File: src/rtl/seg7_scan_driver.sv
// Eight-digit multiplexed seven-segment scan driver with per-frame snapshot and inter-digit guard blanking.
// Optional digit blinking is compiled in when SEG_BLINK_EN is defined.
module seg7_scan_driver #(
    parameter int SCAN_DIV   = 100_000,
    parameter int GUARD_CYC  = 1_000,
    parameter int ACTIVE_LOW = 0,
    parameter int BLINK_DIV  = 50_000_000
) (
    input  logic        clk,
    input  logic        rst,
    input  logic [31:0] disp_data,
    input  logic [7:0]  dp_mask,
    input  logic        disp_en,
`ifdef SEG_BLINK_EN
    input  logic [7:0]  blink_mask,
`endif
    output logic [7:0]  an,
    output logic [6:0]  seg,
    output logic        dp,
    output logic        frame_sync
);

    localparam int              DIV_W   = (SCAN_DIV > 2) ? $clog2(SCAN_DIV) : 1;
    localparam logic [DIV_W-1:0] DIV_MAX = DIV_W'(SCAN_DIV - 1);
    localparam logic [DIV_W-1:0] GUARD_V = DIV_W'(GUARD_CYC);
    localparam logic            INV     = (ACTIVE_LOW != 0);

    if (SCAN_DIV < 2 || GUARD_CYC < 0 || GUARD_CYC >= SCAN_DIV || BLINK_DIV < 1) begin : g_param_chk
        $error("seg7_scan_driver: illegal parameter combination");
    end

    logic [DIV_W-1:0] div_cnt;
    logic [2:0]       dig_idx;
    logic [31:0]      snap_data;
    logic [7:0]       snap_dp;
    logic             tick;
    logic             frame_end;
    logic             blink_off;
    logic             blank;
    logic [7:0]       an_nxt;
    logic [6:0]       seg_nxt;

    function automatic logic [6:0] hex_decode(input logic [3:0] h);
        case (h)
            4'h0: hex_decode = 7'h3F;
            4'h1: hex_decode = 7'h06;
            4'h2: hex_decode = 7'h5B;
            4'h3: hex_decode = 7'h4F;
            4'h4: hex_decode = 7'h66;
            4'h5: hex_decode = 7'h6D;
            4'h6: hex_decode = 7'h7D;
            4'h7: hex_decode = 7'h07;
            4'h8: hex_decode = 7'h7F;
            4'h9: hex_decode = 7'h6F;
            4'hA: hex_decode = 7'h77;
            4'hB: hex_decode = 7'h7C;
            4'hC: hex_decode = 7'h39;
            4'hD: hex_decode = 7'h5E;
            4'hE: hex_decode = 7'h79;
            default: hex_decode = 7'h71;
        endcase
    endfunction

    assign tick      = (div_cnt == DIV_MAX);
    assign frame_end = tick && (dig_idx == 3'd7);

`ifdef SEG_BLINK_EN
    localparam int              BLK_W   = (BLINK_DIV > 2) ? $clog2(BLINK_DIV) : 1;
    localparam logic [BLK_W-1:0] BLK_MAX = BLK_W'(BLINK_DIV - 1);

    logic [BLK_W-1:0] blink_cnt;
    logic             blink_phase;

    always_ff @(posedge clk or negedge rst) begin
        if (!rst) begin
            blink_cnt   <= '0;
            blink_phase <= 1'b0;
        end else if (blink_cnt == BLK_MAX) begin
            blink_cnt   <= '0;
            blink_phase <= ~blink_phase;
        end else begin
            blink_cnt   <= blink_cnt + 1'b1;
        end
    end

    // Mask is used live so the host can start/stop blinking mid-frame.
    assign blink_off = blink_phase && blink_mask[dig_idx];
`else
    assign blink_off = 1'b0;
`endif

    assign blank   = (div_cnt < GUARD_V) || !disp_en || blink_off;
    assign seg_nxt = hex_decode(snap_data[{dig_idx, 2'b00} +: 4]);

    for (genvar i = 0; i < 8; i++) begin : g_an
        assign an_nxt[i] = !blank && (dig_idx == 3'(i));
    end

    always_ff @(posedge clk or negedge rst) begin
        if (!rst) begin
            div_cnt    <= '0;
            dig_idx    <= 3'd0;
            snap_data  <= 32'h0;
            snap_dp    <= 8'h00;
            frame_sync <= 1'b0;
            an         <= {8{INV}};
            seg        <= {7{INV}};
            dp         <= INV;
        end else begin
            div_cnt <= tick ? '0 : div_cnt + 1'b1;
            if (tick)
                dig_idx <= dig_idx + 3'd1;
            // Snapshot only at the frame boundary so a frame never mixes two words.
            if (frame_end) begin
                snap_data <= disp_data;
                snap_dp   <= dp_mask;
            end
            frame_sync <= frame_end;
            an         <= an_nxt ^ {8{INV}};
            seg        <= seg_nxt ^ {7{INV}};
            dp         <= snap_dp[dig_idx] ^ INV;
        end
    end

endmodule
File: config.mk
export PLATFORM = sky130hd
export DESIGN_NAME = seg7_scan_driver
export DESIGN_NICKNAME = d
export VERILOG_FILES = /design/src/rtl/seg7_scan_driver.sv
export SDC_FILE = /design/constraint.sdc
export NUM_CORES = 1
export LEC_CHECK = 0
export ABC_AREA = 0
export CELL_PAD_IN_SITES_DETAIL_PLACEMENT = 0
export CELL_PAD_IN_SITES_GLOBAL_PLACEMENT = 2
export CORE_MARGIN = 4
export CORE_UTILIZATION = 33
export CTS_CLUSTER_SIZE = 40
export DETAILED_ROUTE_END_ITERATION = 6
export PLACE_DENSITY_LB_ADDON = 0.1
export SLEW_MARGIN = 20
export SYNTH_ARGS = -nofsm -noshare
export SYNTH_HDL_FRONTEND = slang
export SYNTH_SLANG_ARGS = --single-unit
File: constraint.sdc
create_clock -name clk -period 1.95 [get_ports clk]
set_input_delay 0.195 -clock clk [delete_from_list [all_inputs] [get_ports clk]]
set_output_delay 0.195 -clock clk [all_outputs]
set_load 0.03 [all_outputs]
-- After elaboration in Yosys (flattened, before gate mapping)
Memory sizes are Yosys's and may differ from the RTL's. A register that Yosys moved wholly into a read port is not among the register bits.
Index checks and enable logic that the tools add are counted.
Widths: inputs -> output; s select.
- register bits after elaboration: 70
- ROM bits: 112
- output and inout bits: 17
- memories: 1
- add/sub/neg operators: 2
- $lt $le $gt $ge: 2
- eq/ne operators: 8
- shift-type cells: 1
- multiplexer cells: 3
- reduce and logical (&&, ||, !) cells: 14
- memory list (name ; depth ; width ; read ports ; clocked after Yosys merged registers in ; wr ports ; line ; text):
    (no name shown) ; 16 ; 7 ; 1 ; 1 ; 0 ; 44 ; case (h)
- operator list (kind ; number):
    $shiftx 32x6->4 ; 1
    $add 17x1->17 const B ; 1
    $eq 17x17->1 const B ; 1
    $lt 17x10->1 const B ; 1
    $mux 17 ; 1
    $eq 3x3->1 const B ; 4
    $logic_and 1x1->1 ; 9
    $eq 3x2->1 const B ; 2
    $lt 3x4->1 const B ; 1
    $add 3x1->3 const B ; 1
    $bmux 1 s3 ; 1
    $eq 3x1->1 const B ; 1
    $logic_not 1->1 ; 3
    $logic_not 3->1 ; 1
    $logic_or 1x1->1 ; 1
    $mux 1 ; 1

-- Logic depth before layout (Yosys ltp)
- depth in word-level cells: 4
- mapped depth: 9
- depth with buffers taken out: 8

-- Worst setup path after synthesis
No wires, ideal clock.
- path kind: register to register
- start point: register dig_idx[0]
- end point: register seg[5]
- library setup time: 0.079 ns
- arrival time: 2.076 ns
- path slack: -0.205 ns
- cell stages (with the launch flop): 9
- path buffers: 1
- path through: dfrtp_1 buf_4 mux4_2 nand2_1 and2_1 inv_1 ha_1 mux2_2 a2bb2oi_1
- word-level cells in the longest chain between the ends: 1
- RTL lines (item ; line ; text):
    from (decl) ; 33 ; logic [2:0] dig_idx;
    from (signal assigned) ; 112 ; dig_idx <= dig_idx + 3'd1;
    $shiftx 32x6->4 ; 93 ; assign seg_nxt = hex_decode(snap_data[{dig_idx, 2'b00} +: 4]);
    to (decl) ; 18 ; output logic [6:0] seg,
Every way passes these cells.
A chain may end at the register's enable or synchronous reset.

-- Worst setup path after layout
- start point: register div_cnt[6]
- end point: register snap_data[0]
- word-level cells in the longest chain between the ends: 2
- RTL lines (item ; line ; text):
    from (decl) ; 32 ; logic [DIV_W-1:0] div_cnt;
    from (signal assigned) ; 110 ; div_cnt <= tick ? '0 : div_cnt + 1'b1;
    $eq 17x17->1 ; 64 ; assign tick = (div_cnt == DIV_MAX);
    $logic_and 1x1->1 ; 65 ; assign frame_end = tick && (dig_idx == 3'd7);
    to (signal assigned) ; 115 ; snap_data <= disp_data;
    to (decl) ; 34 ; logic [31:0] snap_data;
Every way passes these cells.

==> metrics <==
status complete, but fails checks; failing checks setup timing; GR met3 Demand/Resource 0.02907; crit path kind reg -> reg; PD cells 702.2 nW/µm²; All-Layer GR Usage 0.1303; Max-Slew Margin vs Limit 0.6778; maximum fanout along the worst path 20; Ys Warns 0; fin crit period 2.022 ns; most frequent cells in the layout dfrtp_1, clkdlybuf4s50_1, mux2_4, buf_4, nor2_1; Post-Synth Simple-Gate Area 0.1012; Worst-Margin Slew 0.4833 ns; Max IR drop VDD 0.3374 mV; Synth Area in XOR/XNOR 0.03285; largest net degree at the start of global routing 41; cells after synthesis roughly 270; total gr overflow 0; I/O pins 60; CTS tree done; initial drt markers 71; root buffer cell clkbuf_16; Top FF cell, synth dfrtp_1; Port Buffer Count just under 60; asr flop ratio synth 1.000; GR Layer Usage met1 0.1870; reg-to-reg endpoint snap_data[0]$_DFFE_PN0P_; Final period util 1.037; Via density 4.568; die width 114.4 µm; final setup margin -0.07215 ns; maximum clock insertion buffer count 2; remaining antenna violation count 0; Pins Over Slew Limit 0; sw frac 0.2190; post-synthesis sequential area ratio 0.5163; # fillers 1037; Die Span Y 114.4 µm; Final setup viols 47; fin cells 512; Syn Area/Cell 13.87 µm²; Achievable Freq 0.4945 GHz; Req. time, crit path around 2.2 ns; FF-to-FF Start div_cnt[6]$_DFF_PN0_; clk_lat worst skew ~0.33 ns; Final Wtd Congestion 0.7226; R2R setup slack -0.07 ns; clk slew on worst S/H paths approximately 0.060 ns; critical path endpoint category flip-flop; leading area contributor after synthesis dfrtp_1; TritonCTS Buffers 9; combinational power share 0.096; dpl hpwl 5721 µm; synth unique cells 37; FF+latch count, synth 77; Compound-Gate Fraction of Synth Area 0.02581; CP arrival 2.24 ns; Yosys top cell area share 0.5163; Reg2Reg Depth 5; Die ar. 13080 µm²; fraction of layout cells with a size suffix above 1 0.3468; Power Total 3648 µW; vias in the first global route approximately 2500; Sink Count 77; # rows 38; # placed instances 489; synth top area cells dfrtp_1, mux2_4, mux4_2, ha_1, xnor2_1; H-tree depth 3; starting density of the core 0.3413; n_diodes 0; first-pass GRT wire length around 13000 µm; Residual DRC 0; sequential power share 0.461; final wirelength 8180 µm; startpoint types flip-flop; max_cap viols 0; Leak between 0.002 and 0.0025 µW; post-synthesis mux area share 0.2440; Tightest Hold Check Type in -> async; core area roughly 11000 µm²; most common cell after layout, fill and taps aside dfrtp_1; initial antenna violation count 0; pre-CTS setup slack -0.1380 ns; main combinational cell family by area after synthesis multiplexers; First-pass DRT Iterations 4; syn nets 326; RSZ-0062 raised after global routing true; GRT met2 Usage 0.1913; Pint 2849 µW; EDFF count, synth 0; Hold WS 0.3683 ns; global routing's busiest layer met2; NetSw 799.0 µW; Fin. Hold Viols 0; clock network fraction of design power 0.443; mapped cell area 3732 µm²; DR WL/cell 15.98 µm; Nets 425; Layout area overhead 39.19%; clk_skew a little under 0.009 ns; Synth Area in Adders 0.04693; Vias 2339
## power groups by stage
stage | Sequential, µW | Combinational (µW) | Clock (µW)
after floorplan | 1730 | 133 | 0
after global placement | 1710 | 340 | 0
after detailed placement | 1710 | 343 | 0
after CTS | 1680 | 357 | 1650
after global routing | 1690 | 379 | 1730
final | 1680 | 351 | 1610
## through the flow
step                      area, µm²    util  setup TNS [ns]
final                          5195  0.4751          -2.673
after global placement         4740  0.4334          -2.000
after CTS                      5102  0.4666          -1.490
after global routing           5195  0.4751          -5.967
after detailed placement       4740  0.4334          -1.930
after floorplan                3780       -          -1.524
## cell usage after synthesis, drive strengths merged, types with 2 or more instances
library cell / count
dfrtp: 77
mux2: 44
nand2: 15
ha: 14
inv: 12
nor2: 12
mux4: 10
and3: 9
xnor2: 9
buf: 7
nand3: 6
a21oi: 5
nor3: 5
xor2: 5
clkbuf: 4
mux2i: 4
o21ai: 4
or3: 4
a2bb2oi: 3
and2: 3
nand4: 3
nor4: 3
nand2b: 2
or4: 2
## worst max-delay path, stage by stage (launching register included)
cell and delay, ns:
dfrtp_1 0.41, or4bb_4 0.55, nor4_4 0.25, nand2_2 0.17
buf_12 0.21, mux2_4 0.30
## sequential cells by signal, indices dropped and copies added, names as in the netlist
register    count
dp              1
snap_dp         8
div_cnt        17
seg             7
dig_idx         3
an              8
snap_data      32
frame_sync      1
## final cells by class
type / count / area [µm²] / area share
sequential: 77 / 1927 / 0.3709
multi-input combinational: 169 / 1795 / 0.3456
timing repair buffer: 99 / 965.9 / 0.1859
clock buffer: 10 / 229.0 / 0.04408
tap: 140 / 175.2 / 0.03372
clock inverter: 5 / 52.55 / 0.01012
inverter: 12 / 50.05 / 0.009634
## worst max path at each step
stage / slack, ns / startpoint / end / cells past startpoint
after CTS: -0.07 / dig_idx[0]$_DFFE_PN0N_ / seg[6]$_DFF_PN0_ / 8
after global routing: -0.16 / dig_idx[0]$_DFFE_PN0N_ / seg[6]$_DFF_PN0_ / 8
after floorplan: -0.04 / div_cnt[6]$_DFF_PN0_ / snap_data[0]$_DFFE_PN0P_ / 5
final: -0.07 / div_cnt[6]$_DFF_PN0_ / snap_data[0]$_DFFE_PN0P_ / 5
after detailed placement: -0.14 / dig_idx[0]$_DFFE_PN0N_ / seg[6]$_DFF_PN0_ / 8
after global placement: -0.13 / dig_idx[0]$_DFFE_PN0N_ / seg[6]$_DFF_PN0_ / 8
## metal layers
metal | wire, µm | vias to the layer above | part of all wire
met2 | 3706 | 51 | 0.45
met3 | 311 | 8 | 0.038
met4 | 113 | 0 | 0.014
met1 | 4048 | 1128 | 0.49
met5 | 0 | - | 0
li1 | - | 1152 | -
## cell families (layout without fill, tap and decap cells)
kind of cell | count (synthesis) | in the layout
flops | 77 | 77
compound gates | 15 | 15
simple gates | 68 | 68
buf+inv | 23 | 126
mux | 58 | 58
fa+ha+maj | 14 | 14
xor+xnor | 14 | 14
## timing repair
action / 4_1_cts / 5_1_grt
pin swaps: 7 / 2
gates cloned: 0 / 2
endpoints found under the hold margin: 35 / 0
hold buffers: 1 / 0
resized for setup: 15 / 6
buffers inserted: 0 / 5
setup endpoints to repair: 47 / 54
Note: power is estimated with default switching activity, not from simulation.
